### src/rtl/memb_streamer.sv
// rtl/memb_streamer.sv - B-matrix store that streams rows, then zero flush, into memB (optional: MEMB_STREAMER_TRANSPOSE_EN)
module memb_streamer #(
  parameter int BITS_AB = 8,
  parameter int DIM     = 8
) (
  input  logic                      clk,
  input  logic                      rst,
  input  logic                      wr_en,
  input  logic [$clog2(DIM)-1:0]    wr_row,
  input  logic signed [BITS_AB-1:0] wr_data [DIM-1:0],
  input  logic                      start,
`ifdef MEMB_STREAMER_TRANSPOSE_EN
  input  logic                      transpose,
`endif
  output logic                      busy,
  output logic                      done,
  output logic                      en_out,
  output logic signed [BITS_AB-1:0] Bout [DIM-1:0]
);

  localparam int RW = $clog2(DIM);
  localparam int FW = $clog2(2 * DIM);

  typedef enum logic [1:0] {S_IDLE, S_STREAM, S_FLUSH, S_DONE} state_t;

  state_t            state_q, state_d;
  logic [RW-1:0]     row_cnt_q, row_cnt_d;
  logic [FW-1:0]     flush_cnt_q, flush_cnt_d;
  logic signed [BITS_AB-1:0] mem_q [DIM][DIM];

`ifdef MEMB_STREAMER_TRANSPOSE_EN
  logic transpose_q, transpose_d;
`endif

  // Matrix storage: row writes accepted only while idle and in range
  always_ff @(posedge clk) begin
    if (rst) begin
      for (int i = 0; i < DIM; i++)
        for (int j = 0; j < DIM; j++)
          mem_q[i][j] <= '0;
    end else if (state_q == S_IDLE && wr_en && (32'(wr_row) < DIM)) begin
      for (int j = 0; j < DIM; j++)
        mem_q[wr_row][j] <= wr_data[j];
    end
  end

  // State and counter registers
  always_ff @(posedge clk) begin
    if (rst) begin
      state_q     <= S_IDLE;
      row_cnt_q   <= '0;
      flush_cnt_q <= '0;
`ifdef MEMB_STREAMER_TRANSPOSE_EN
      transpose_q <= 1'b0;
`endif
    end else begin
      state_q     <= state_d;
      row_cnt_q   <= row_cnt_d;
      flush_cnt_q <= flush_cnt_d;
`ifdef MEMB_STREAMER_TRANSPOSE_EN
      transpose_q <= transpose_d;
`endif
    end
  end

  // Next-state: DIM stream cycles, then 2*DIM-1 flush cycles, then one done cycle
  always_comb begin
    state_d     = state_q;
    row_cnt_d   = row_cnt_q;
    flush_cnt_d = flush_cnt_q;
`ifdef MEMB_STREAMER_TRANSPOSE_EN
    transpose_d = transpose_q;
`endif
    case (state_q)
      S_IDLE: begin
        if (start) begin
          state_d   = S_STREAM;
          row_cnt_d = '0;
`ifdef MEMB_STREAMER_TRANSPOSE_EN
          transpose_d = transpose;
`endif
        end
      end
      S_STREAM: begin
        if (row_cnt_q == RW'(DIM - 1)) begin
          state_d     = S_FLUSH;
          flush_cnt_d = '0;
        end else begin
          row_cnt_d = row_cnt_q + 1'b1;
        end
      end
      S_FLUSH: begin
        if (flush_cnt_q == FW'(2 * DIM - 2)) state_d = S_DONE;
        else flush_cnt_d = flush_cnt_q + 1'b1;
      end
      default: state_d = S_IDLE;
    endcase
  end

  // Outputs decode from state; the row read is combinational so same-cycle writes are seen
  always_comb begin
    busy   = (state_q == S_STREAM) || (state_q == S_FLUSH);
    en_out = busy;
    done   = (state_q == S_DONE);
    for (int j = 0; j < DIM; j++) begin
      Bout[j] = '0;
      if (state_q == S_STREAM) begin
`ifdef MEMB_STREAMER_TRANSPOSE_EN
        Bout[j] = transpose_q ? mem_q[j][row_cnt_q] : mem_q[row_cnt_q][j];
`else
        Bout[j] = mem_q[row_cnt_q][j];
`endif
      end
    end
  end

endmodule

### config.mk
export PLATFORM = sky130hd
export DESIGN_NAME = memb_streamer
export DESIGN_NICKNAME = d
export VERILOG_FILES = /design/src/rtl/memb_streamer.sv
export SDC_FILE = /design/constraint.sdc
export NUM_CORES = 1
export LEC_CHECK = 0
export BUFFER_PORTS_ARGS = -buffer_cell sky130_fd_sc_hd__buf_2
export CAP_MARGIN = 30
export CORE_ASPECT_RATIO = 0.6
export CORE_MARGIN = 5
export CORE_UTILIZATION = 45
export CTS_BUF_LIST = sky130_fd_sc_hd__clkbuf_2 sky130_fd_sc_hd__clkbuf_4 sky130_fd_sc_hd__clkbuf_8
export DETAILED_ROUTE_END_ITERATION = 6
export HOLD_SLACK_MARGIN = 0.05
export PLACE_DENSITY = 0.64
export SYNTH_ARGS = -nofsm -noshare
export SYNTH_HDL_FRONTEND = slang
export SYNTH_SLANG_ARGS = --single-unit
### constraint.sdc
create_clock -name clk -period 2.2 [get_ports clk]
set_input_delay 0.22 -clock clk [delete_from_list [all_inputs] [get_ports clk]]
set_output_delay 0.22 -clock clk [all_outputs]
set_load 0.005 [all_outputs]
# Yosys cells after proc, flatten, opt, wreduce, memory -nomap -nowiden
# Memory sizes are Yosys's and may differ from the RTL's. A register that Yosys moved wholly into a read port is not among the register bits.
# Index checks and enable logic that the tools add are counted.
totals:
  out_inout_bits: 67
  ramBits: 512
  mem_count: 1
  inputBits: 71
  elab_cells: 53
  reg_bits: 9
mem_list:
  columns: ["name", "words", "word_bits", "read_ports", "rd_ports_with_merged_regs", "wr", "line_no", "rtl"]
  rows:
  - ["mem_q", 8, 64, 1, 1, 8, "29", "logic signed [BITS_AB-1:0] mem_q [DIM][DIM];"]
op_classes:
  addsub: 2
  n_mux: 28
  eq_ne: 10
  reduce_logical: 9
op_table:
  columns: ["op", "count"]
  rows:
  - ["64-bit two-way mux", 1]
  - ["8-bit two-way mux", 8]
  - ["64-bit OR reduction", 1]
  - ["3-bit two-way mux", 5]
  - ["2-bit != test, second input constant", 5]
  - ["3-bit AND reduction", 3]
  - ["4-bit two-way mux", 2]
  - ["4-bit case mux with 2 select lines", 1]
  - ["1-bit two-way mux", 6]
  - ["2-bit two-way mux", 3]
  - ["2-bit case mux with 3 select lines", 1]
  - ["3-bit case mux with 2 select lines", 1]
  - ["4-bit by 1-bit adder with 4-bit output, second input constant", 1]
  - ["2-bit equality test, second input constant", 2]
  - ["4-bit equality test, second input constant", 1]
  - ["2-bit nonzero test", 2]
  - ["3-bit by 1-bit adder with 3-bit output, second input constant", 1]
  - ["3-bit equality test, second input constant", 1]
  - ["2-bit by 1-bit equality test with 1-bit output, second input constant", 1]
  - ["2-bit logical NOT", 1]
  - ["1-bit logical AND", 1]
  - ["1-bit logical OR", 1]

# Depth between registers and ports, before layout
logic_depth:
  depth_word: 7
  ltp_mapped: 7
  ltp_nobuf: 6

# Least setup slack after synthesis
# Ideal clock, no wire load.
synth_timing:
  kind: "reg-to-reg"
  start: "register state_q[0]"
  end: "memory mem_q[2][0] (netlist name), enable pin"
  arrival_ns: 1.970
  synth_period_minus_slack_ns: 2.364
  required_time_ns: 1.806
  stages_incl_launch_ff: 7
  slack_ns: -0.164
  path_buffers: 1
  setup_time_ns: 0.394
  cell_sequence: "dfxtp_1 -> inv_1 -> ha_1 -> nand2b_1 -> nor3_1 -> clkbuf_2 -> or2_2"
synth_rtl:
  columns: ["item", "line_no", "rtl"]
  rows:
  - ["start: declaration", "26", "state_t state_q, state_d;"]
  - ["start signal: assignment", "57", "state_q <= state_d;"]
  - ["end: declaration", "29", null]

==> results by group <==
STA
  – Min Tclk post-route: 2577 ps
  – Skew final: around 43 ps
  – Fin. max-slew vios: 0
  – Slew headroom: 58.07%
  – Post-route clock period utilization: 117.1%
  – Final Hold Viols: 0
  – Unrepaired setup endpoints after global routing: true
  – Setup TNS: -19,430 ps
  – Highest clock rate: between 0.3 and 0.4 GHz
  – Setup-failing EPs final: 64
  – Worst Max-Slew Pin Slew: about 630 ps
  – PnR worst setup slack: -376.7 ps

Detailed routing
  – DR iter-0 viols: approximately 1,200
  – DR top layer: met5
  – Final wirelength: 59.42 mm
  – Number of vias per cell: around 5.5
  – DRC viols: 0
  – Metal3 WL: ~4.2 mm
  – Met2 routed wirelength: approximately 27 mm
  – Wire per inst: 24.47 um
  – Number of detailed-route iterations in the first pass: 5
  – ANT nets after route: 0
  – Met1 wire length: 27.01 mm
  – Total number of vias: around 13,000

Setup path
  – CP Class: reg2out
  – Worst EP required: just under 2000 ps
  – Reg2reg setup slack: 140 ps
  – Setup crit end kind: primary output
  – CP Launch Type: flop
  – RR Startpoint: state_q[0]
  – Worst R2R End: mem_q[6][31]
  – Worst Path Arrival: approximately 2400 ps
  – R2R depth: 6
  – Top fanout value on the critical path: 10

Yosys
  – Synth top cells by count: and2_1 (515), edfxtp_1 (512), mux4_2 (103)
  – Top cells by area, synth: edfxtp_1 (66%), and2_1 (14%), mux4_2 (9.9%)
  – Synthesized area: 23,440 um^2
  – Post-Syn Instances: ~1,400
  – Count leader, synth: and2_1
  – Ys async rst share: 0%
  – Yosys top cell area share: between 60 and 70%
  – Synthesized net count: 1,488
  – #FFs+latches synth: 524
  – Synth warn: 0
  – EDFF count, synth: approximately 500
  – Largest area contributor in the netlist: edfxtp_1
  – Top FF cell, synth: edfxtp_1
  – Post-synth cell types: 38
  – Register area share after synthesis: around 67%
  – Mapped Avg Cell Area: 16.64 um^2

Global route
  – Global-route wire length before repair: 89.77 mm
  – Largest net degree at the start of global routing: 65
  – Global-route usage over all layers: around 21%
  – Vias in the first global route: ~14,000
  – Remaining global-route overflow: 0
  – Initial antenna violation count: 3

Clocking
  – CTS tree: built
  – Cts bufs inserted: 80
  – Clock Tree Buf Depth: 3
  – Worst-Skew Late Latency: 650 ps
  – Clock Root Buffer: clkbuf_8
  – H-tree Lvls: 3
  – CTS sink count: 524
  – Clock Pin Slew Worst Setup and Hold Paths: 70 ps

Die
  – Die Wd: 304.7 um
  – Core area: 51,250 um^2
  – Starting density of the core: between 40% and 50%
  – Cell Rows: 64
  – Ports: 138
  – Chip Height: between 150 and 200 um
  – Die area: roughly 57,000 um^2

Place
  – Hpwl dp: 33.73 mm
  – Port Buffers: 137
  – Post-DP Area: around 26,000 um^2
  – GP Congestion: 0.7503

Status
  – Outcome: finished, violations left
  – Violated checks: setup timing

Pwr
  – Total power: 0.02384 W
  – Leakage Power: 10.52 nW
  – Worst VDD drop: 0.3844 mV
  – Pwr Density: 849.4 nW/um^2

Worst hold path
  – Worst Hold Class: in2reg
  – Min-Delay Path Depth: 3
  – Hold wc startpoint: rst

Layout
  – Ant diodes: 0
  – Area added between synthesis and finish: 19.70%
  – Fin area: around 28,000 um^2
  – Layout Nets: 1,755
  – Share of layout cells above drive strength 1: roughly 28%

Run
  – Maxcap violations: 0
[flip-flops by register name, indices dropped and copies added (netlist names), named ones only]
name and count:
flush_cnt_q 4, mem_q 512, row_cnt_q 3, state_q 2
[worst max-delay path by stage]
| stage | from | end | slack [ps] | cells after the start |
|---|---|---|---|---|
| 2_1_floorplan | state_q[0] | mem_q[2][0] | 150 | 6 |
| 3_3_place_gp | state_q[0] | mem_q[2][56] | 100 | 7 |
| 3_5_place_dp | state_q[0] | mem_q[6][8] | 100 | 6 |
| 4_1_cts | flop | Bout[39] | -450 | 6 |
| 5_1_grt | flop | Bout[56] | -440 | 5 |
| 6_report | flop | Bout[56] | -380 | 5 |
[where the power goes]
part | internal, W | switching [W]
registers | 0.0115 | 0.000178
clock network | 0.00410 | 0.00384
logic | 0.00211 | 0.00207
total | 0.0177 | 0.00609
[logic make-up after synthesis]
family                     Yosys count  share of synthesized area [%]
adders and majority gates            8                         0.4270
and+or+nand+nor                    563                          14.85
AOI/OAI and AO/OA                   76                          2.732
buffers and inverters              105                          2.482
muxes                              133                          12.91
DFF                                524                          66.60
[layout by cell type, fill, tap and decap left out, types with 4 or more instances in the layout]
master,n
a22o_1,60
a22o_4,4
and2_1,514
buf_12,38
buf_16,6
buf_2,131
buf_4,29
buf_6,11
buf_8,6
clkbuf_4,26
clkbuf_8,80
clkinv_1,22
clkinv_2,4
dfxtp_1,10
dlygate4sd3_1,64
edfxtp_1,512
ha_1,7
mux2i_1,5
mux4_1,13
mux4_2,115
nor2_1,12
nor2_4,6
nor2b_1,5
or2_4,8
[timing repair]
action	in CTS	in global routing
pin swaps	18	7
buffers inserted	14	0
cloned	5	2
setup endpoints to repair	64	83
hold buffers	64	0
resized for setup	33	17
endpoints found under the hold margin	512	0
[layout make-up]
class                   count  area (um^2)
clock buffers             106         1296
clock inverters            35        239.0
fillers                  4086        23180
inverters                   3        11.26
multi-input cells         780         7325
flip-flops and latches    524        15620
well taps                 693        867.1
repair buffers            287         2704
[routing by layer]
metal	track usage [%]	up-vias
met5	0.5814	-
met4	4.347	4
met3	4.374	76
met2	31.90	471
met1	30.98	6923
li1	-	5844
[through the flow]
| step | setup slack, ps | instances | hold WS, ps | util (%) |
|---|---|---|---|---|
| 3_5_place_dp | 102.9 | 2205 | 505.8 | 49.77 |
| 4_1_cts | -448.7 | 2428 | 84.83 | 54.64 |
| 2_1_floorplan | 148.7 | 1409 | 418.2 | - |
| 5_1_grt | -442.0 | 2428 | 131.4 | 54.76 |
| 3_3_place_gp | 104.5 | 2205 | 481.7 | 49.77 |
| 6_report | -376.7 | 2428 | 144.1 | 54.76 |
[critical path, stage by stage, from the launching register on]
cell and delay, ps:
dfxtp_4 430, buf_12 180, buf_6 150, mux4_2 520, a22o_1 280, buf_2 140
Power figures use the tool's default switching activity.
